[src/rtl/csr_pkg.sv]
// Shared CSR addresses, request opcodes, sequencer states and mstatus field positions.
package csr_pkg;

  localparam int CSR_XLEN = 32;

  localparam logic [11:0] CSR_MSTATUS = 12'h300;
  localparam logic [11:0] CSR_MTVEC   = 12'h305;
  localparam logic [11:0] CSR_MEPC    = 12'h341;
  localparam logic [11:0] CSR_MCAUSE  = 12'h342;

  localparam int MSTATUS_MIE    = 3;
  localparam int MSTATUS_MPIE   = 7;
  localparam int MSTATUS_MPP_LO = 11;
  localparam int MSTATUS_MPP_HI = 12;

  typedef enum logic [2:0] {
    OP_CSRRW = 3'd0,
    OP_CSRRS = 3'd1,
    OP_CSRRC = 3'd2,
    OP_ECALL = 3'd3,
    OP_MRET  = 3'd4
  } req_op_e;

  typedef enum logic [2:0] {
    ST_IDLE   = 3'd0,
    ST_CSR_RW = 3'd1,
    ST_TRAP   = 3'd2,
    ST_MRET   = 3'd3,
    ST_MST    = 3'd4,
    ST_DONE   = 3'd5
  } csr_state_e;

  // Trap entry stacks MIE into MPIE; return restores it. Both force machine mode into MPP.
  function automatic logic [CSR_XLEN-1:0] mstatus_next(input logic [CSR_XLEN-1:0] old,
                                                       input logic is_mret);
    logic [CSR_XLEN-1:0] v;
    v = old;
    if (is_mret) begin
      v[MSTATUS_MIE]  = old[MSTATUS_MPIE];
      v[MSTATUS_MPIE] = 1'b1;
    end else begin
      v[MSTATUS_MPIE] = old[MSTATUS_MIE];
      v[MSTATUS_MIE]  = 1'b0;
    end
    v[MSTATUS_MPP_HI:MSTATUS_MPP_LO] = 2'b11;
    return v;
  endfunction

endpackage

[src/rtl/csr_trap_seq_if.sv]
// Decode-side request/completion channel of the CSR trap sequencer.
interface csr_trap_seq_if #(parameter int XLEN = 32);
  logic            req_valid;
  logic            req_ready;
  logic [2:0]      req_op;
  logic [11:0]     req_csr;
  logic [XLEN-1:0] req_src;
  logic [XLEN-1:0] req_pc;
  logic            done_valid;
  logic [XLEN-1:0] done_rd_data;
  logic            redirect_valid;
  logic [XLEN-1:0] redirect_pc;

  modport master (
    output req_valid, req_op, req_csr, req_src, req_pc,
    input  req_ready, done_valid, done_rd_data, redirect_valid, redirect_pc
  );

  modport slave (
    input  req_valid, req_op, req_csr, req_src, req_pc,
    output req_ready, done_valid, done_rd_data, redirect_valid, redirect_pc
  );
endinterface

[src/rtl/csr_op_alu.sv]
// Read-modify-write datapath for CSRRW/CSRRS/CSRRC: new value, write-suppress and
// supported-address flags.
module csr_op_alu
  import csr_pkg::*;
#(
  parameter int XLEN = 32
) (
  input  logic [2:0]      i_op,
  input  logic [11:0]     i_csr,
  input  logic [XLEN-1:0] i_old,
  input  logic [XLEN-1:0] i_src,
  output logic [XLEN-1:0] o_new,
  output logic            o_no_write,
  output logic            o_supported
);

  always_comb begin
    o_new = i_src;
    case (i_op)
      OP_CSRRS: o_new = i_old | i_src;
      OP_CSRRC: o_new = i_old & ~i_src;
      default:  o_new = i_src;
    endcase
  end

  // Set/clear with a zero mask is a pure read and must not disturb the register.
  assign o_no_write = ((i_op == OP_CSRRS) || (i_op == OP_CSRRC)) && (i_src == '0);

  assign o_supported = (i_csr == CSR_MSTATUS) || (i_csr == CSR_MTVEC) ||
                       (i_csr == CSR_MEPC)    || (i_csr == CSR_MCAUSE);

endmodule

[src/rtl/csr_trap_seq.sv]
// Sequencer for CSR read-modify-write, ECALL and MRET traffic to the CSR file.
// Optional CSR_TRAP_MSTATUS_EN adds an mstatus update state after TRAP/MRET.
//
// state   | meaning
// IDLE    | ready for a request
// CSR_RW  | read old CSR, write modified value
// TRAP    | write mepc/mcause, fetch mtvec
// MRET    | fetch mepc as return target
// MST     | stack/unstack mstatus interrupt bits (macro only)
// DONE    | one-cycle completion pulse with result
module csr_trap_seq
  import csr_pkg::*;
#(
  parameter int              XLEN       = 32,
  parameter logic [XLEN-1:0] ECALL_CODE = 32'd11
) (
  input  logic              i_clk,
  input  logic              i_rst,
  csr_trap_seq_if.slave     io_dec,
  output logic              o_csr_wen,
  output logic [11:0]       o_csr_waddr1,
  output logic [11:0]       o_csr_waddr2,
  output logic [XLEN-1:0]   o_csr_wdata1,
  output logic [XLEN-1:0]   o_csr_wdata2,
  output logic [11:0]       o_csr_raddr,
  input  logic [XLEN-1:0]   i_csr_rdata
);

  csr_state_e      r_state, w_state_nxt;
  logic [2:0]      r_op;
  logic [11:0]     r_csr;
  logic [XLEN-1:0] r_src, r_pc;
  logic [XLEN-1:0] r_rd_data, r_redir_pc;
  logic            r_redir;
`ifdef CSR_TRAP_MSTATUS_EN
  logic [XLEN-1:0] r_pend_pc;
`endif

  logic            w_accept;
  logic            w_wen;
  logic [XLEN-1:0] w_res_rd, w_res_pc;
  logic            w_res_redir;
  logic [XLEN-1:0] w_alu_new;
  logic            w_alu_no_write, w_alu_supported;

  csr_op_alu #(.XLEN(XLEN)) u_alu (
    .i_op        (r_op),
    .i_csr       (r_csr),
    .i_old       (i_csr_rdata),
    .i_src       (r_src),
    .o_new       (w_alu_new),
    .o_no_write  (w_alu_no_write),
    .o_supported (w_alu_supported)
  );

  assign io_dec.req_ready = (r_state == ST_IDLE) && !i_rst;
  assign w_accept         = io_dec.req_valid && io_dec.req_ready;

  always_comb begin
    w_state_nxt  = r_state;
    w_wen        = 1'b0;
    o_csr_waddr1 = '0;
    o_csr_waddr2 = '0;
    o_csr_wdata1 = '0;
    o_csr_wdata2 = '0;
    o_csr_raddr  = '0;
    w_res_rd     = '0;
    w_res_pc     = '0;
    w_res_redir  = 1'b0;
    case (r_state)
      ST_IDLE: begin
        if (w_accept) begin
          case (io_dec.req_op)
            OP_CSRRW, OP_CSRRS, OP_CSRRC: w_state_nxt = ST_CSR_RW;
            OP_ECALL:                     w_state_nxt = ST_TRAP;
            OP_MRET:                      w_state_nxt = ST_MRET;
            default:                      w_state_nxt = ST_DONE;
          endcase
        end
      end
      ST_CSR_RW: begin
        o_csr_raddr  = r_csr;
        w_wen        = w_alu_supported && !w_alu_no_write;
        o_csr_waddr1 = r_csr;
        o_csr_waddr2 = r_csr;
        o_csr_wdata1 = w_alu_new;
        o_csr_wdata2 = w_alu_new;
        w_res_rd     = w_alu_supported ? i_csr_rdata : '0;
        w_state_nxt  = ST_DONE;
      end
      ST_TRAP: begin
        o_csr_raddr  = CSR_MTVEC;
        w_wen        = 1'b1;
        o_csr_waddr1 = CSR_MEPC;
        o_csr_wdata1 = r_pc;
        o_csr_waddr2 = CSR_MCAUSE;
        o_csr_wdata2 = ECALL_CODE;
        w_res_pc     = {i_csr_rdata[XLEN-1:2], 2'b00};
        w_res_redir  = 1'b1;
`ifdef CSR_TRAP_MSTATUS_EN
        w_state_nxt  = ST_MST;
`else
        w_state_nxt  = ST_DONE;
`endif
      end
      ST_MRET: begin
        o_csr_raddr  = CSR_MEPC;
        w_res_pc     = i_csr_rdata;
        w_res_redir  = 1'b1;
`ifdef CSR_TRAP_MSTATUS_EN
        w_state_nxt  = ST_MST;
`else
        w_state_nxt  = ST_DONE;
`endif
      end
`ifdef CSR_TRAP_MSTATUS_EN
      ST_MST: begin
        o_csr_raddr  = CSR_MSTATUS;
        w_wen        = 1'b1;
        o_csr_waddr1 = CSR_MSTATUS;
        o_csr_waddr2 = CSR_MSTATUS;
        o_csr_wdata1 = mstatus_next(i_csr_rdata, r_op == OP_MRET);
        o_csr_wdata2 = mstatus_next(i_csr_rdata, r_op == OP_MRET);
        w_res_pc     = r_pend_pc;
        w_res_redir  = 1'b1;
        w_state_nxt  = ST_DONE;
      end
`endif
      ST_DONE: w_state_nxt = ST_IDLE;
      default: w_state_nxt = ST_IDLE;
    endcase
  end

  // Reset mid-operation must never let a half-finished write reach the CSR file.
  assign o_csr_wen             = w_wen && !i_rst;
  assign io_dec.done_valid     = (r_state == ST_DONE) && !i_rst;
  assign io_dec.redirect_valid = (r_state == ST_DONE) && !i_rst && r_redir;
  assign io_dec.done_rd_data   = r_rd_data;
  assign io_dec.redirect_pc    = r_redir_pc;

  always_ff @(posedge i_clk) begin
    if (i_rst) begin
      r_state    <= ST_IDLE;
      r_op       <= '0;
      r_csr      <= '0;
      r_src      <= '0;
      r_pc       <= '0;
      r_rd_data  <= '0;
      r_redir_pc <= '0;
      r_redir    <= 1'b0;
`ifdef CSR_TRAP_MSTATUS_EN
      r_pend_pc  <= '0;
`endif
    end else begin
      r_state <= w_state_nxt;
      if (w_accept) begin
        r_op  <= io_dec.req_op;
        r_csr <= io_dec.req_csr;
        r_src <= io_dec.req_src;
        r_pc  <= io_dec.req_pc;
      end
      // Results only change on entry to DONE, so they stay stable between completions.
      if (w_state_nxt == ST_DONE) begin
        r_rd_data  <= w_res_rd;
        r_redir_pc <= w_res_pc;
        r_redir    <= w_res_redir;
      end
`ifdef CSR_TRAP_MSTATUS_EN
      if ((r_state == ST_TRAP) || (r_state == ST_MRET)) r_pend_pc <= w_res_pc;
`endif
    end
  end

endmodule
[src/flat_wrapper.sv]
// flat-port wrapper written by rule: the top's interface ports become plain ports
module csr_trap_seq_flat import csr_pkg::*;
#(
  parameter int              XLEN       = 32,
  parameter logic [XLEN-1:0] ECALL_CODE = 32'd11
)
  (i_clk, i_rst, o_csr_wen, o_csr_waddr1, o_csr_waddr2, o_csr_wdata1, o_csr_wdata2, o_csr_raddr, i_csr_rdata, io_dec_req_valid, io_dec_req_op, io_dec_req_csr, io_dec_req_src, io_dec_req_pc, io_dec_req_ready, io_dec_done_valid, io_dec_done_rd_data, io_dec_redirect_valid, io_dec_redirect_pc);
  csr_trap_seq_if #(.XLEN(XLEN)) io_dec_i ();
  input  logic i_clk;
  input  logic i_rst;
  output logic o_csr_wen;
  output logic [11:0] o_csr_waddr1;
  output logic [11:0] o_csr_waddr2;
  output logic [XLEN-1:0] o_csr_wdata1;
  output logic [XLEN-1:0] o_csr_wdata2;
  output logic [11:0] o_csr_raddr;
  input  logic [XLEN-1:0] i_csr_rdata;
  input wire logic [$bits(io_dec_i.req_valid)-1:0] io_dec_req_valid;
  input wire logic [$bits(io_dec_i.req_op)-1:0] io_dec_req_op;
  input wire logic [$bits(io_dec_i.req_csr)-1:0] io_dec_req_csr;
  input wire logic [$bits(io_dec_i.req_src)-1:0] io_dec_req_src;
  input wire logic [$bits(io_dec_i.req_pc)-1:0] io_dec_req_pc;
  output wire logic [$bits(io_dec_i.req_ready)-1:0] io_dec_req_ready;
  output wire logic [$bits(io_dec_i.done_valid)-1:0] io_dec_done_valid;
  output wire logic [$bits(io_dec_i.done_rd_data)-1:0] io_dec_done_rd_data;
  output wire logic [$bits(io_dec_i.redirect_valid)-1:0] io_dec_redirect_valid;
  output wire logic [$bits(io_dec_i.redirect_pc)-1:0] io_dec_redirect_pc;
  assign io_dec_i.req_valid = io_dec_req_valid;
  assign io_dec_i.req_op = io_dec_req_op;
  assign io_dec_i.req_csr = io_dec_req_csr;
  assign io_dec_i.req_src = io_dec_req_src;
  assign io_dec_i.req_pc = io_dec_req_pc;
  assign io_dec_req_ready = io_dec_i.req_ready;
  assign io_dec_done_valid = io_dec_i.done_valid;
  assign io_dec_done_rd_data = io_dec_i.done_rd_data;
  assign io_dec_redirect_valid = io_dec_i.redirect_valid;
  assign io_dec_redirect_pc = io_dec_i.redirect_pc;
  csr_trap_seq #(.XLEN(XLEN), .ECALL_CODE(ECALL_CODE)) u_core (.i_clk(i_clk), .i_rst(i_rst), .io_dec(io_dec_i), .o_csr_wen(o_csr_wen), .o_csr_waddr1(o_csr_waddr1), .o_csr_waddr2(o_csr_waddr2), .o_csr_wdata1(o_csr_wdata1), .o_csr_wdata2(o_csr_wdata2), .o_csr_raddr(o_csr_raddr), .i_csr_rdata(i_csr_rdata));
endmodule
[config.mk]
export PLATFORM = sky130hd
export DESIGN_NAME = csr_trap_seq_flat
export DESIGN_NICKNAME = d
export VERILOG_FILES = /design/src/rtl/csr_pkg.sv /design/src/rtl/csr_trap_seq_if.sv /design/src/rtl/csr_op_alu.sv /design/src/rtl/csr_trap_seq.sv /design/src/flat_wrapper.sv
export SDC_FILE = /design/constraint.sdc
export NUM_CORES = 1
export LEC_CHECK = 0
export BUFFER_PORTS_ARGS = -buffer_cell sky130_fd_sc_hd__buf_2
export CORE_UTILIZATION = 48
export CTS_CLUSTER_SIZE = 25
export DETAILED_ROUTE_END_ITERATION = 8
export PLACE_DENSITY = 0.9
export RECOVER_POWER = 25
export SLEW_MARGIN = 25
export SYNTH_ARGS = -nofsm -noshare
export SYNTH_HDL_FRONTEND = slang
export SYNTH_HIERARCHICAL = 1
export SYNTH_SLANG_ARGS = --single-unit
[constraint.sdc]
create_clock -name i_clk -period 3.4 [get_ports i_clk]
set_input_delay 0.17 -clock i_clk [delete_from_list [all_inputs] [get_ports i_clk]]
set_output_delay 0.17 -clock i_clk [all_outputs]
set_load 0.02 [all_outputs]
==> metrics.txt <==
Routed wire per std cell about 19 um; XOR/XNOR Fraction of Synth Area less than 1%; ANT nets after route 0; Core Util, Final between 70 and 80%; complex-gate fraction of the synthesized area 18.2%; fin cells roughly 1200; status finished, final reports clean; number of library cell types mapped by synthesis 36; largest family of logic cells by synthesized area compound AO/OA/AOI/OAI gates; CP Launch Type flip-flop; final setup margin 0.454 ns; placed insts a little over 1000; YS warnings 6; pin count of the biggest net entering global routing 82; Final Setup Violations 0; clock latency at the later pin of the worst-skew pair ~0.43 ns; Tot GR Track Use 30.1%; Clk pwr share between 30% and 40%; number of global-route vias before repair around 6300; most common cell after layout, fill and taps aside buf_2; GR Overflow Total 0; Worst-path clk slew about 0.060 ns; post-synth top area cell dfxtp_1; P&R area growth vs syn 40.9%; Initial Utilization between 40% and 50%; Die H between 100 and 150 um; worst-margin pin slew approximately 1.4 ns; top cells by area, synth dfxtp_1 44%, mux2_2 13%, a22o_1 12%; skew final roughly 0.0091 ns; period utilization 86.7%; first-pass GRT wire length 33400 um; simple-gate share of the synthesized area a little under a fifth; Setup WS pre-CTS 0.753 ns; part of the power in combinational logic a little under a quarter; final hold violations 0; Total Power between 4 and 5 mW; pins over their slew limit 0; core area 0.0134 mm2; die area around 0.014 mm2; upper clock frequency limit 339 MHz; hpwl dp ~14000 um; share of cells above drive strength 1 34.6%; Layout fillers approximately 990; syn_nets around 750; final wirelength about 22000 um; Clock Path Buffers 2; Setup TNS 0 ns; switching power share of the total between 30% and 40%; sequential power share 40.0%; H-tree depth 4; num ports approximately 280; GPL Wtd Cong 0.853; Int Power 3.44 mW; Switch Pwr between 1.5 and 2 mW; Final Critical Period just under 3 ns; Synth top area share around 44%; ys flop type dfxtp_1; Synth Area per Inst 10.5 um2; TritonCTS Buffers 17; #FFs+latches synth 147; Post-synth EDFFs 0; DRT iter0 DRCs slightly above 400; Setup crit end kind flip-flop; DIE WIDTH about 120 um; mux contribution to synthesized area around an eighth; WP data arrival between 3 and 4 ns; Post-Synth Adder-Cell Area 0%; cell area power density approximately 530 mW/mm2; clk root buf clkbuf_16; Final #Nets approximately 1100; Initial DRT Pass Iterations 5; critical path class reg2reg; VDD IR-drop max between 300 and 400 uV; Mapped Cells 637; part of the Yosys area used for sequential elements about 44%; asr flop ratio synth 0%; Slew Limit Headroom slightly above 8%; IO buf count 281; Critical Path Fanout Max 64; Synth Cell Area between 0.006 and 0.007 mm2; DRC viols 0; Leak Pwr 4.60 nW; PostCTS Resize Cnt 0; commonest cells after routing, fill and taps aside 211 x buf_2, 147 x dfxtp_1, 111 x nor2b_1, 94 x a22o_1, 89 x dlygate4sd3_1; unrepaired setup endpoints after global routing no; # rows 42; vias per cell 5.48; hold crit path type in2reg; TritonCTS sink count 147; Vias 6362; total of max-cap violations 0; antenna violations before repair 2; Crit path required time around 3.7 ns; CTS tree built
## cells in the mapped netlist (2+ instances only)
cell type,instances
a211oi_1,3
a21o_1,36
a21oi_1,4
a22o_1,94
a32o_1,5
and2_1,40
buf_2,15
buf_4,17
buf_6,8
clkbuf_1,25
dfxtp_1,147
inv_1,3
mux2_2,79
nand2_1,5
nand4_1,2
nor2_1,7
nor2b_1,111
nor3_1,2
nor3b_1,5
nor4_1,9
nor4b_1,3
or2_2,3
## logic make-up after synthesis
kind of cell	Yosys count
DFF	147
and+or+nand+nor	194
AOI/OAI and AO/OA	146
buffers and inverters	69
xor gates and xnor gates	2
muxes	79
## area by class of cell
type / count / area (um2) / share of cell area, %
Antenna cell: 2 / 5.00 / 0.0532
Clock buffer: 20 / 447 / 4.75
Clock inverter: 12 / 123 / 1.30
Inverter: 3 / 11.3 / 0.120
Multi-Input combinational cell: 421 / 3360 / 35.7
Sequential cell: 147 / 2940 / 31.3
Tap cell: 176 / 220 / 2.34
Timing Repair Buffer: 380 / 2290 / 24.4
## final timing paths
kind,slack [ns],cells after the start,from,to
worst min-delay path,0.01,2,i_csr_rdata[6],u_core/io_dec.redirect_pc[6]$_SDFFE_PP0N_
worst max-delay path,0.45,4,u_core/r_state[2]$_SDFF_PP0_,u_core/io_dec.redirect_pc[22]$_SDFFE_PP0N_
worst min register to register,0.47,1,u_core/io_dec.redirect_pc[1]$_SDFFE_PP0N_,u_core/io_dec.redirect_pc[1]$_SDFFE_PP0N_
worst max register to register,0.45,4,u_core/r_state[2]$_SDFF_PP0_,u_core/io_dec.redirect_pc[22]$_SDFFE_PP0N_
## critical path, cell delays in order, from the launching register on
cell and delay [ns]:
dfxtp_1 0.48, or4_1 0.65, o311a_2 0.41, clkbuf_2 0.70, a22o_1 0.52
## through the flow
step / hold slack [ns] / cell area [um2]
after global placement: 0.396 / 8020
final: 0.0122 / 9410
after global routing: 0.0106 / 9410
after floorplan: 0.295 / 6670
after CTS: 0.000801 / 9470
after detailed placement: 0.400 / 8030
## metal layers
layer / wire length (um) / vias to the layer above / GRT usage [%]
li1: - / 2929 / -
met1: 8870 / 3057 / 35.9
met2: 11000 / 320 / 50.9
met3: 1490 / 56 / 7.98
met4: 647 / 0 / 12.4
met5: 0 / - / 0
## state kept, by name, indices dropped and copies added, names as in the netlist
signal,flops
u_core/r_src,32
u_core/io_dec.done_rd_data,32
u_core/r_op,3
u_core/io_dec.redirect_pc,32
u_core/r_pc,32
u_core/r_csr,12
u_core/r_state,3
u_core/r_redir,1
## power groups by stage
stage	clock, mW	sequential (mW)	combinational [mW]
6_report	1.81	1.99	1.17
5_1_grt	1.91	2.00	1.24
4_1_cts	1.82	1.98	1.15
3_5_place_dp	0	2.02	1.07
3_3_place_gp	0	2.01	1.05
2_1_floorplan	0	1.98	0.766
## what timing repair did
| action | CTS | global route |
|---|---|---|
| setup buffers | 0 | 0 |
| hold buffers | 87 | 2 |
| endpoints found under the hold margin | 92 | 2 |
No activity file was read; power rests on OpenSTA's default activity.
